`config.mk`:
```
export PLATFORM = sky130hd
export DESIGN_NAME = pc_sequencer
export DESIGN_NICKNAME = d
export VERILOG_FILES = /design/src/rtl/pc_seq_pkg.sv /design/src/rtl/pc_sequencer_branch_cond.sv /design/src/rtl/pc_sequencer.sv
export SDC_FILE = /design/constraint.sdc
export NUM_CORES = 1
export LEC_CHECK = 0
export CAP_MARGIN = 0
export CORE_MARGIN = 4
export CORE_UTILIZATION = 43
export CTS_CLUSTER_SIZE = 8
export DETAILED_ROUTE_END_ITERATION = 8
export GPL_TIMING_DRIVEN = 0
export MAX_ROUTING_LAYER = met4
export PLACE_DENSITY = 0.81
export RECOVER_POWER = 50
export SLEW_MARGIN = 20
export SYNTH_ARGS = -nofsm -noshare
export SYNTH_HDL_FRONTEND = slang
export SYNTH_SLANG_ARGS = --single-unit
```
`constraint.sdc`:
```
create_clock -name clk -period 1.8 [get_ports clk]
set_input_delay 0.36 -clock clk [delete_from_list [all_inputs] [get_ports clk]]
set_output_delay 0.36 -clock clk [all_outputs]
set_load 0.01 [all_outputs]
```
`src/rtl/pc_seq_pkg.sv`:
```
// Shared types and constants for the program-counter sequencer.
// Opcode values live in the top nibble of each instruction word.
package pc_seq_pkg;

  localparam int INSTR_W_DEF = 16;
  localparam int OFF_W_DEF   = 8;
  localparam int OPC_W       = 4;
  localparam int CNT_W       = 8;

  typedef enum logic [2:0] {
    ST_IDLE,
    ST_FETCH,
    ST_DECODE,
    ST_EXEC,
    ST_UPDATE,
    ST_HALT,
    ST_FAULT
  } state_e;

  localparam logic [OPC_W-1:0] OP_BC   = 4'hA;
  localparam logic [OPC_W-1:0] OP_BN   = 4'hB;
  localparam logic [OPC_W-1:0] OP_BR   = 4'hC;
  localparam logic [OPC_W-1:0] OP_BZ   = 4'hD;
  localparam logic [OPC_W-1:0] OP_BNZ  = 4'hE;
  localparam logic [OPC_W-1:0] OP_HALT = 4'hF;

  function automatic logic is_halt_op(input logic [OPC_W-1:0] op);
    return op == OP_HALT;
  endfunction

endpackage

```
`src/rtl/pc_sequencer_branch_cond.sv`:
```
// Combinational branch evaluation: classifies the opcode and resolves
// the taken condition from the current datapath flags.
module branch_cond
  import pc_seq_pkg::*;
(
  input  logic [OPC_W-1:0] opcode,
  input  logic             flag_z,
  input  logic             flag_c,
  input  logic             flag_n,
  output logic             is_branch,
  output logic             taken
);

  always_comb begin
    is_branch = 1'b1;
    taken     = 1'b0;
    case (opcode)
      OP_BC:   taken = flag_c;
      OP_BN:   taken = flag_n;
      OP_BR:   taken = 1'b1;
      OP_BZ:   taken = flag_z;
      OP_BNZ:  taken = !flag_z;
      default: is_branch = 1'b0;
    endcase
  end

endmodule

```
`src/rtl/pc_sequencer.sv`:
```
// Fetch/decode/execute control FSM driving the PC counter's load/select,
// with instruction-memory and execute-unit handshakes guarded by a timeout.
module pc_sequencer
  import pc_seq_pkg::*;
#(
  parameter int INSTR_W = INSTR_W_DEF,
  parameter int OFF_W   = OFF_W_DEF,
  parameter int TIMEOUT = 15
) (
  input  logic               clk,
  input  logic               rst,
  input  logic               start,
  output logic               imem_req,
  input  logic               imem_ack,
  input  logic [INSTR_W-1:0] imem_rdata,
  output logic               exec_valid,
  input  logic               exec_done,
  input  logic               flag_z,
  input  logic               flag_c,
  input  logic               flag_n,
  output logic               ld_pc,
  output logic               sel_pc,
  output logic [OFF_W-1:0]   pc_offset,
  output logic [INSTR_W-1:0] ir_out,
  output logic               busy,
  output logic               halted,
  output logic               fault
);

  // The wait that fails is the TIMEOUT-th consecutive missed handshake,
  // i.e. the one observed while the counter still holds TIMEOUT-1.
  localparam logic [CNT_W-1:0] CNT_LAST = CNT_W'(TIMEOUT - 1);

  state_e             state_q, state_d;
  logic [INSTR_W-1:0] ir_q, ir_d;
  logic [CNT_W-1:0]   cnt_q, cnt_d;
  logic               taken_q, taken_d;

  logic [OPC_W-1:0]   opcode;
  logic               is_branch;
  logic               cond_taken;
  logic               op_halt;

  assign opcode  = ir_q[INSTR_W-1 -: OPC_W];
  assign op_halt = is_halt_op(opcode);

  branch_cond u_branch_cond (
    .opcode    (opcode),
    .flag_z    (flag_z),
    .flag_c    (flag_c),
    .flag_n    (flag_n),
    .is_branch (is_branch),
    .taken     (cond_taken)
  );

  always_comb begin
    state_d = state_q;
    ir_d    = ir_q;
    cnt_d   = cnt_q;
    taken_d = taken_q;
    case (state_q)
      ST_IDLE: begin
        if (start) state_d = ST_FETCH;
      end
      ST_FETCH: begin
        if (imem_ack) begin
          ir_d    = imem_rdata;
          cnt_d   = '0;
          state_d = ST_DECODE;
        end else if (cnt_q == CNT_LAST) begin
          state_d = ST_FAULT;
        end else begin
          cnt_d = cnt_q + 1'b1;
        end
      end
      ST_DECODE: begin
        taken_d = cond_taken;
        state_d = (is_branch || op_halt) ? ST_UPDATE : ST_EXEC;
      end
      ST_EXEC: begin
        if (exec_done) begin
          cnt_d   = '0;
          state_d = ST_UPDATE;
        end else if (cnt_q == CNT_LAST) begin
          state_d = ST_FAULT;
        end else begin
          cnt_d = cnt_q + 1'b1;
        end
      end
      ST_UPDATE: begin
        state_d = op_halt ? ST_HALT : ST_FETCH;
      end
      ST_HALT: begin
        if (start) state_d = ST_FETCH;
      end
      ST_FAULT: begin
        state_d = ST_FAULT;
      end
      default: state_d = ST_IDLE;
    endcase
  end

  always_ff @(posedge clk) begin
    if (rst) begin
      state_q <= ST_IDLE;
      ir_q    <= '0;
      cnt_q   <= '0;
      taken_q <= 1'b0;
    end else begin
      state_q <= state_d;
      ir_q    <= ir_d;
      cnt_q   <= cnt_d;
      taken_q <= taken_d;
    end
  end

  // Control outputs come straight from the state register so they never glitch.
  assign imem_req   = (state_q == ST_FETCH);
  assign exec_valid = (state_q == ST_EXEC);
  assign ld_pc      = (state_q == ST_UPDATE);
  assign sel_pc     = (state_q == ST_UPDATE) && taken_q;
  assign busy       = (state_q == ST_FETCH) || (state_q == ST_DECODE) ||
                      (state_q == ST_EXEC)  || (state_q == ST_UPDATE);
  assign halted     = (state_q == ST_HALT);
  assign fault      = (state_q == ST_FAULT);
  assign pc_offset  = ir_q[OFF_W-1:0];
  assign ir_out     = ir_q;

endmodule

```
* Yosys cells after proc, flatten, opt, wreduce, memory -nomap -nowiden
Index checks and enable logic that the tools add are counted.
Operators by class: add/sub/neg operators 1, eq/ne operators 14, multiplexer cells 13, reductions and logical operators 11
Operators with widths (number):
- 4-bit equality test (second input constant) | 6
- 8-bit two-way mux | 3
- 3-bit two-way mux | 6
- 3-bit one-hot mux with 6 select lines | 1
- 8-bit one-hot mux with 2 select lines | 1
- 3-bit equality test (second input constant) | 3
- 8-bit by 1-bit adder with 8-bit output (second input constant) | 1
- 8-bit by 4-bit equality test with 1-bit output (second input constant) | 1
- 3-bit by 2-bit equality test with 1-bit output (second input constant) | 2
- 1-bit one-hot mux with 5 select lines | 1
- 5-bit OR reduction | 1
- 1-bit logical OR | 4
- 3-bit by 1-bit equality test with 1-bit output (second input constant) | 1
- 3-bit logical NOT | 1
- 2-bit by 1-bit inequality test with 1-bit output (second input constant) | 1
- 2-bit AND reduction | 1
- 2-bit nonzero test | 1
- 2-bit OR reduction | 1
- 1-bit logical AND | 1
- 1-bit logical NOT | 1
- 1-bit two-way mux | 1
Storage, ports and cells: bits in registers 28, input bits 24, word-level logic and storage cells 43

* Depth between registers and ports, before layout
Gate-level depths: netlist of the first run.
depth after elaboration 6, mapped depth 7, gate-level depth less buffers 6

* By module
A second synthesis of the first run with hierarchy kept.
Unflattened totals: cells, all modules 190, area total of the unflattened synthesis 1511.4 sq um
Modules (own cells, without submodules):
- pc_sequencer | instances 1, cells an instance 181, area each 1458.9 sq um, seq. area each 560.5 sq um
- branch_cond | instances 1, cells an instance 9, area each 52.6 sq um, seq. area each 0.0 sq um

* Least setup slack after synthesis of the first run
No wires, ideal clock.
path type reg-to-reg, start point reg cnt_q[4], end point reg cnt_q[5], setup time 130 ps, arrival 1461 ps, required time 1670 ps, setup slack 208 ps, stages on the path, launching flop included 6, period minus slack after synthesis 1592 ps, path through dfxtp_1 > or4_4 > or2_1 > buf_6 > a41oi_1 > a311oi_1
Between the ends: word-level cells in the longest chain between the ends 4, elaborated cells on any way between the ends 6, those cells by class 1 x add/sub; 1 x eq/ne; 4 x mux
RTL lines:
- start: declaration | line pc_sequencer.sv:36 | logic [CNT_W-1:0] cnt_q, cnt_d;
- start signal: assignment | line pc_sequencer.sv:112 | cnt_q <= cnt_d;
- 8-bit by 1-bit adder with 8-bit output / 8-bit by 4-bit equality test with 1-bit output (equally long branches)
- 8-bit two-way mux (*) | line pc_sequencer.sv:70, pc_sequencer.sv:84
- 8-bit two-way mux (on tied branches) | line pc_sequencer.sv:81, pc_sequencer.sv:66
- 8-bit one-hot mux with 2 select lines (*) | line pc_sequencer.sv:61 | case (state_q)
Every way passes the cells marked *; elsewhere a longest branch is shown, timed or not. A chain may end at the register's enable or synchronous reset.

* Final worst setup path of the first run
start point reg ir_q[1], in the netlist ir_out[1], end point out pc_offset[1]
RTL lines:
- start: declaration | line pc_sequencer.sv:35 | logic [INSTR_W-1:0] ir_q, ir_d;
- start signal: assignment | line pc_sequencer.sv:111 | ir_q <= ir_d;
- end: declaration | line pc_sequencer.sv:23 | output logic [OFF_W-1:0] pc_offset,
No word-level cell between the ends.

==> impl_metrics.prom, run 1 <==
# TYPE chip_impl_metric gauge
chip_impl_info{name="outcome",value="finished clean"} 1
chip_impl_metric{name="synth_xor_xnor_area_share",unit="%"} 0.607
chip_impl_metric{name="die_h",unit="microns"} 65.9
chip_impl_metric{name="synth_sequential_area_ratio",unit="%"} 38.8
chip_impl_metric{name="layout.core_utilization",unit="%"} 68.4
chip_impl_metric{name="number_of_instances_in_the_synthesized_netlist",unit=""} 187
chip_impl_info{name="rsz0062_at_grt",value="yes"} 1
chip_impl_metric{name="route.detailed.vias_per_inst",unit=""} 5.07
chip_impl_metric{name="post_route_m1_wl",unit="microns"} 1690
chip_impl_metric{name="cts_max_level",unit=""} 1
chip_impl_metric{name="dp.final_hpwl",unit="microns"} 2790
chip_impl_metric{name="postSynthRegisterBits",unit=""} 28
chip_impl_metric{name="routed_antenna_nets",unit=""} 0
chip_impl_info{name="hold_class",value="reg -> reg"} 1
chip_impl_info{name="highest_layer",value="met4"} 1
chip_impl_metric{name="p_leak",unit="nW"} 0.796
chip_impl_metric{name="synth_fp_nets",unit=""} 213
chip_impl_info{name="postSynth.topFlopCell",value="dfxtp_1"} 1
chip_impl_info{name="tritoncts_clock_tree",value="built"} 1
chip_impl_metric{name="chipWidth",unit="microns"} 65.9
chip_impl_metric{name="synth_fa_ha_area_share",unit="%"} 1.73
chip_impl_metric{name="routed-via-count",unit=""} 1476
chip_impl_info{name="hp-start",value="ir_out[10]"} 1
chip_impl_metric{name="hold_viol",unit=""} 0
chip_impl_info{name="root_buffer",value="clkbuf_4"} 1
chip_impl_metric{name="post-route-drc-count",unit=""} 0
chip_impl_metric{name="grt_remaining_overflow",unit=""} 0
chip_impl_info{name="crit_start",value="ir_out[1]"} 1
chip_impl_metric{name="cap_violations",unit=""} 0
chip_impl_metric{name="synth.avg_cell_area",unit="sq um"} 7.72
chip_impl_metric{name="drt-pass1-iter-count",unit=""} 4
chip_impl_metric{name="synth_compound_gate_area_share",unit="%"} 21.1
chip_impl_metric{name="timing.final.crit_period",unit="ps"} 1730
chip_impl_metric{name="cts.sinks",unit=""} 28
chip_impl_metric{name="power.density",unit="nW/um^2"} 622
chip_impl_metric{name="final_design_area_no_fill",unit="sq um"} 2140
chip_impl_metric{name="floorplan.die_area",unit="sq um"} 4350
chip_impl_metric{name="routed_wirelength",unit="microns"} 3710
chip_impl_metric{name="wire_length_of_the_first_global_routing_pass",unit="microns"} 5850
chip_impl_metric{name="finalNetCount",unit=""} 274
chip_impl_info{name="worst_hold_path.endpoint",value="ir_out[10]"} 1
chip_impl_metric{name="postPlaceCellArea",unit="sq um"} 2030
chip_impl_metric{name="grt_max_degree",unit=""} 17
chip_impl_metric{name="detailedRoute.firstIterationViolations",unit=""} 88
chip_impl_metric{name="fmax",unit="MHz"} 577
chip_impl_metric{name="worst_ep_arrival_time",unit="ps"} 1370
chip_impl_metric{name="tightest_slew",unit="ps"} 458
chip_impl_info{name="timing.rr.end",value="cnt_q[6]"} 1
chip_impl_metric{name="timing.hold.worst_path_depth",unit=""} 2
chip_impl_metric{name="std_cell_rows",unit=""} 20
chip_impl_metric{name="start_util",unit="%"} 46.2
chip_impl_metric{name="post_synth_instance_area",unit="sq um"} 1440
chip_impl_metric{name="finalPower",unit="mW"} 1.33
chip_impl_metric{name="clk_pin_slew_worst_paths",unit="ps"} 150
chip_impl_metric{name="worstPathRequired",unit="ps"} 1440
chip_impl_metric{name="gpl.final_weighted_congestion",unit=""} 0.817
chip_impl_metric{name="critPathMaxFanout",unit=""} 3
chip_impl_metric{name="num_antenna_cells",unit=""} 0
chip_impl_info{name="worst_r2r_startpoint",value="cnt_q[4]"} 1
chip_impl_metric{name="post_route_cells_drive_above_1_share",unit="%"} 15.0
chip_impl_metric{name="finalMaxSlewViolations",unit=""} 0
chip_impl_metric{name="post-route-period-util",unit="%"} 96.3
chip_impl_metric{name="reg2reg_setup_slack",unit="ps"} 120
chip_impl_metric{name="route.met3.wl",unit="microns"} 132
chip_impl_metric{name="worst-r2r-cell-count",unit=""} 5
chip_impl_metric{name="slew-limit-headroom",unit="%"} 68.9
chip_impl_info{name="worst_setup_ep_type",value="primary output"} 1
chip_impl_metric{name="synth.lib_cells_used.distinct",unit=""} 39
chip_impl_info{name="worst-setup-path-type",value="reg -> out"} 1
chip_impl_info{name="critPathLaunchType",value="register"} 1
chip_impl_metric{name="met2_wirelength",unit="microns"} 1840
chip_impl_metric{name="multiplexer_share_of_the_synthesized_area",unit="%"} 0.693
chip_impl_metric{name="async_reset_ff_share",unit="%"} 0
chip_impl_metric{name="placedCellCount",unit=""} 284
chip_impl_metric{name="port_buffers",unit=""} 53
chip_impl_info{name="largest_family_of_logic_cells_by_synthesized_area",value="simple AND/OR/NAND/NOR gates"} 1
chip_impl_metric{name="yosys.area_share.simple",unit="%"} 28.5
chip_impl_metric{name="cts_inserted_buffers",unit=""} 3
chip_impl_metric{name="fillCellCount",unit=""} 268
chip_impl_metric{name="gr-usage-all-layers",unit="%"} 17.6
chip_impl_metric{name="synthesis.yosys.warnings",unit=""} 0
chip_impl_metric{name="via_count_of_the_first_global_routing_pass",unit=""} 1312
chip_impl_metric{name="io_pins",unit=""} 55
chip_impl_metric{name="layout-area-overhead-vs-synth",unit="%"} 48.3
chip_impl_metric{name="synth_edf_count",unit=""} 0
chip_impl_metric{name="drt-wirelength-per-cell",unit="microns"} 12.7
chip_impl_metric{name="core",unit="sq um"} 3130
chip_impl_metric{name="antenna_violations_before_repair",unit=""} 0
chip_impl_metric{name="cts-hold-fix-buffers",unit=""} 0
chip_impl_metric{name="final_worst_clock_skew",unit="ps"} 9.21
chip_impl_metric{name="cts-root-to-sink-buffers",unit=""} 2
chip_impl_metric{name="worst_skew_pair.late_latency",unit="ps"} 330
chip_impl_metric{name="setup-violations-final",unit=""} 0
chip_impl_metric{name="vdd.ir_drop.worst",unit="V"} 0.000307
chip_impl_metric{name="post_layout_nonfiller_instances",unit=""} 291
[cell families (layout without fill, tap and decap cells)]
group	after synthesis	in the layout
and+or+nand+nor	83	83
AOI/OAI and AO/OA	51	51
DFF	28	28
buffers and inverters	21	81
adders and majority gates	2	2
xor gates and xnor gates	1	1
muxes	1	1
[synthesized netlist by cell type, types with 3 or more instances]
master | count | area [sq um]
o21ai_0 | 7 | 35.0
inv_1 | 3 | 11.3
nand2_1 | 41 | 154
nor2_1 | 8 | 30.0
and2_1 | 3 | 18.8
buf_4 | 8 | 60.1
a21oi_1 | 24 | 120
clkbuf_1 | 4 | 15.0
nand2b_1 | 6 | 37.5
buf_2 | 5 | 25.0
a311oi_1 | 4 | 35.0
nand3_1 | 5 | 25.0
and3_1 | 3 | 18.8
a31oi_1 | 3 | 18.8
nand3b_1 | 3 | 22.5
dfxtp_1 | 28 | 561
nor2b_1 | 3 | 18.8
[placed cells by master, fill, tap and decap left out, drive strengths merged, types with 3 or more instances in the layout]
master         instances
clkdlybuf4s50         46
nand2                 41
dfxtp                 28
a21oi                 24
buf                   17
o21ai                  9
clkbuf                 9
nor2                   8
nand2b                 6
nand3                  5
a311oi                 4
dlygate4sd2            4
and2                   4
inv                    3
nand3b                 3
and3                   3
a31oi                  3
nor2b                  3
[worst max-delay path, cell delays in order (launching register included)]
cell and delay, ps:
dfxtp_1 390, buf_4 120, clkdlybuf4s50_1 530
[final cells by class]
type	instances	area, sq um	share of cell area [%]
multi-input combinational	138	792	37.0
buffer	18	120	5.61
clock buffer	3	22.5	1.05
timing repair buffer	56	538	25.1
tap	44	55.1	2.57
clock inverter	1	30.0	1.40
inverter	3	11.3	0.526
sequential	28	572	26.7
[metal layers]
layer,global-route usage [%],vias up
met5,-,-
met4,6.09,0
met3,1.87,4
met2,29.9,35
met1,21.6,672
li1,-,765
[state kept, by name, indices dropped and copies added (netlist names)]
name     cells
state_q      3
ir_out      16
taken_q      1
cnt_q        8
[per-stage QoR]
| stage | setup TNS, ps | setup WS (ps) | hold WS (ps) |
|---|---|---|---|
| 3_5_place_dp | -757 | -178 | 449 |
| 2_1_floorplan | 0 | 208 | 449 |
| 6_report | 0 | 66.1 | 468 |
| 3_3_place_gp | -608 | -176 | 442 |
| 5_1_grt | -8.35 | -8.35 | 494 |
| 4_1_cts | 0 | 14.2 | 464 |
[report_power, final]
part	total [mW]	internal, mW	switching (mW)
Clock	0.414	0.225	0.189
Sequential	0.667	0.643	0.0240
Combinational	0.250	0.140	0.111
Total	1.33	1.01	0.323
[timing repair]
action,in CTS,in global routing
endpoints found under the setup margin,7,8
hold endpoints to repair,0,0
resized for setup,19,11
buffers inserted,2,1
[how the worst max path moves through the flow]
stage	endpoint	slack [ps]	cells after the start
floorplan	cnt_q[5]	210	5
global route	exec_valid	-8	4
global placement	sel_pc	-180	4
detailed placement	sel_pc	-180	4
finish	pc_offset[1]	70	2
CTS	fault	10	4
(Power assumes the default switching activity.)
==> inputs of run 2 (changes only) <==
Settings changed: ABC_CLOCK_PERIOD_IN_PS set to 1800.
==> results of run 2 <==
Same layout as run 1: the final DEF is identical, and so are final timing and power.
==> inputs of run 3 (changes only) <==
Settings changed: CORE_MARGIN 4 to 5.
==> run 3 against run 2 <==
  * Cell count rose by 0.69%
  * Non-clock buffer count unchanged
  * Worst hold slack worse by 14 ps
  * Worst setup slack better by 1.2 ps
  * Sequential cell count is the same
  * Register-to-register slack got worse by 20 ps
  * Count of clock-buffer cells in the layout unchanged
  * Combinational power about the same
  * Via count up 0.14%
  * Die area increased by 6.2%
==> impl_metrics.prom, run 3 (synthesis gave the netlist of run 1 again) <==
# TYPE chip_impl_metric gauge
chip_impl_metric{name="cts_max_level",unit=""} 1
chip_impl_metric{name="post-route-drc-count",unit=""} 0
chip_impl_metric{name="worst_skew_pair.late_latency",unit="ps"} 330
chip_impl_metric{name="grtUsageMet1",unit="%"} 19.8
chip_impl_metric{name="critPathMaxFanout",unit=""} 4
chip_impl_metric{name="post_route_cells_drive_above_1_share",unit="%"} 13.8
chip_impl_metric{name="num_antenna_cells",unit=""} 0
chip_impl_info{name="tritoncts_clock_tree",value="built"} 1
chip_impl_metric{name="cts-root-to-sink-buffers",unit=""} 2
chip_impl_metric{name="timing.final.crit_period",unit="ps"} 1730
chip_impl_metric{name="cts.sinks",unit=""} 28
chip_impl_metric{name="io_pins",unit=""} 55
chip_impl_metric{name="use_met2",unit="%"} 29.4
chip_impl_metric{name="via_count_of_the_first_global_routing_pass",unit=""} 1351
chip_impl_metric{name="power.density",unit="nW/um^2"} 616
chip_impl_metric{name="post_layout_nonfiller_instances",unit=""} 293
chip_impl_metric{name="die_h",unit="microns"} 67.9
chip_impl_info{name="mostFrequentLayoutCell",value="nand2_1"} 1
chip_impl_metric{name="cts-hold-fix-buffers",unit=""} 0
chip_impl_metric{name="layout-area-overhead-vs-synth",unit="%"} 49.0
chip_impl_info{name="critPathLaunchType",value="register"} 1
chip_impl_metric{name="finalMaxSlewViolations",unit=""} 0
chip_impl_metric{name="route.detailed.vias_per_inst",unit=""} 5.04
chip_impl_metric{name="gr-usage-all-layers",unit="%"} 16.5
chip_impl_metric{name="drt-pass1-iter-count",unit=""} 4
chip_impl_metric{name="std_cell_rows",unit=""} 21
chip_impl_metric{name="vdd.ir_drop.worst",unit="V"} 0.000476
chip_impl_metric{name="final_worst_clock_skew",unit="ps"} 8.13
chip_impl_metric{name="port_buffers",unit=""} 53
chip_impl_metric{name="routed-via-count",unit=""} 1478
chip_impl_info{name="worst_setup_ep_type",value="primary output"} 1
chip_impl_metric{name="grt_remaining_overflow",unit=""} 0
chip_impl_info{name="worst-setup-path-type",value="reg -> out"} 1
chip_impl_metric{name="cts_inserted_buffers",unit=""} 3
chip_impl_metric{name="clk_pin_slew_worst_paths",unit="ps"} 140
chip_impl_metric{name="tightest_slew",unit="ps"} 464
chip_impl_metric{name="routed_wirelength",unit="microns"} 3730
chip_impl_metric{name="fmax",unit="MHz"} 577
chip_impl_info{name="hold_class",value="in -> reg"} 1
chip_impl_info{name="outcome",value="finished clean"} 1
chip_impl_metric{name="finalNetCount",unit=""} 274
chip_impl_metric{name="hold_viol",unit=""} 0
chip_impl_metric{name="fin_worst_hold_slack",unit="ps"} 454
chip_impl_metric{name="setup-violations-final",unit=""} 0
chip_impl_metric{name="worst_ep_arrival_time",unit="ps"} 1370
chip_impl_metric{name="placedCellCount",unit=""} 286
chip_impl_metric{name="antenna_violations_before_repair",unit=""} 0
chip_impl_metric{name="grt_max_degree",unit=""} 17
chip_impl_metric{name="routed_antenna_nets",unit=""} 0
chip_impl_metric{name="post-route-period-util",unit="%"} 96.3
chip_impl_metric{name="floorplan.die_area",unit="sq um"} 4620
chip_impl_metric{name="dp.final_hpwl",unit="microns"} 2770
chip_impl_metric{name="wire_length_of_the_first_global_routing_pass",unit="microns"} 5820
chip_impl_metric{name="largest_register_ff_count",unit=""} 16
chip_impl_metric{name="p_leak",unit="nW"} 0.830
chip_impl_metric{name="gpl.final_weighted_congestion",unit=""} 0.937
chip_impl_metric{name="worstPathRequired",unit="ps"} 1440
chip_impl_info{name="globalRoute.busiestLayer",value="met2"} 1
chip_impl_metric{name="chipWidth",unit="microns"} 67.9
chip_impl_metric{name="core",unit="sq um"} 3280
chip_impl_metric{name="drt-wirelength-per-cell",unit="microns"} 12.7
chip_impl_metric{name="start_util",unit="%"} 44.0
chip_impl_info{name="root_buffer",value="clkbuf_4"} 1
chip_impl_info{name="mostFrequentLayoutCells",value="nand2_1, clkdlybuf4s50_1, a21oi_1, dfxtp_1, dlygate4sd3_1"} 1
chip_impl_metric{name="slew-limit-headroom",unit="%"} 68.5
chip_impl_metric{name="cap_violations",unit=""} 0
chip_impl_metric{name="detailedRoute.firstIterationViolations",unit=""} 85
chip_impl_metric{name="use_met3",unit="%"} 0.985
-- run 3: final timing paths --
check | cells after the start | start | endpoint | slack [ps]
max | 3 | state_q[2] | imem_req | 70
min | 2 | rst | cnt_q[7] | 450
min reg2reg | 2 | ir_out[10] | ir_out[10] | 460
max reg2reg | 5 | cnt_q[4] | cnt_q[5] | 100
-- run 3: critical path, stage by stage, from the launching register on --
cell           delay [ps]
dfxtp_2               360
buf_4                 150
nor3b_4               250
dlygate4sd2_1         300
-- run 3: power by group --
part / leakage [nW] / total (mW) / internal [mW] / switching [mW]
Combinational: 0.573 / 0.248 / 0.136 / 0.112
Sequential: 0.230 / 0.666 / 0.642 / 0.0239
Clock: 0.0279 / 0.412 / 0.225 / 0.186
-- run 3: area by class of cell --
type | instances | area (sq um)
Tap cell | 46 | 57.6
Sequential cell | 28 | 569
Timing Repair Buffer | 56 | 544
Clock inverter | 1 | 30.0
Buffer | 18 | 124
Multi-Input combinational cell | 138 | 792
Fill cell | 294 | 1130
Inverter | 3 | 11.3
Clock buffer | 3 | 22.5
-- run 3: metal layers --
| metal | up-vias | wire length, microns |
|---|---|---|
| met5 | - | 0 |
| met4 | 0 | 49 |
| met3 | 5 | 103 |
| met2 | 32 | 1980 |
| met1 | 672 | 1600 |
| li1 | 769 | - |
-- run 3: metrics by stage --
stage / power (mW) / utilization [%] / area [sq um] / TNS [ps] / setup slack (ps)
global placement: 0.919 / 61.9 / 2030 / -706 / -158
CTS: 1.34 / 64.8 / 2130 / 0 / 15.4
detailed placement: 0.923 / 61.9 / 2030 / -1170 / -188
floorplan: 0.787 / - / 1440 / 0 / 208
global route: 1.39 / 65.5 / 2150 / -6.15 / -3.35
finish: 1.33 / 65.5 / 2150 / 0 / 67.3
-- run 3: repair_timing --
action	CTS	global route
endpoints found under the setup margin	7	9
buffers inserted	2	1
pin swaps	0	2
hold endpoints to repair	0	0
gates resized for setup	20	10
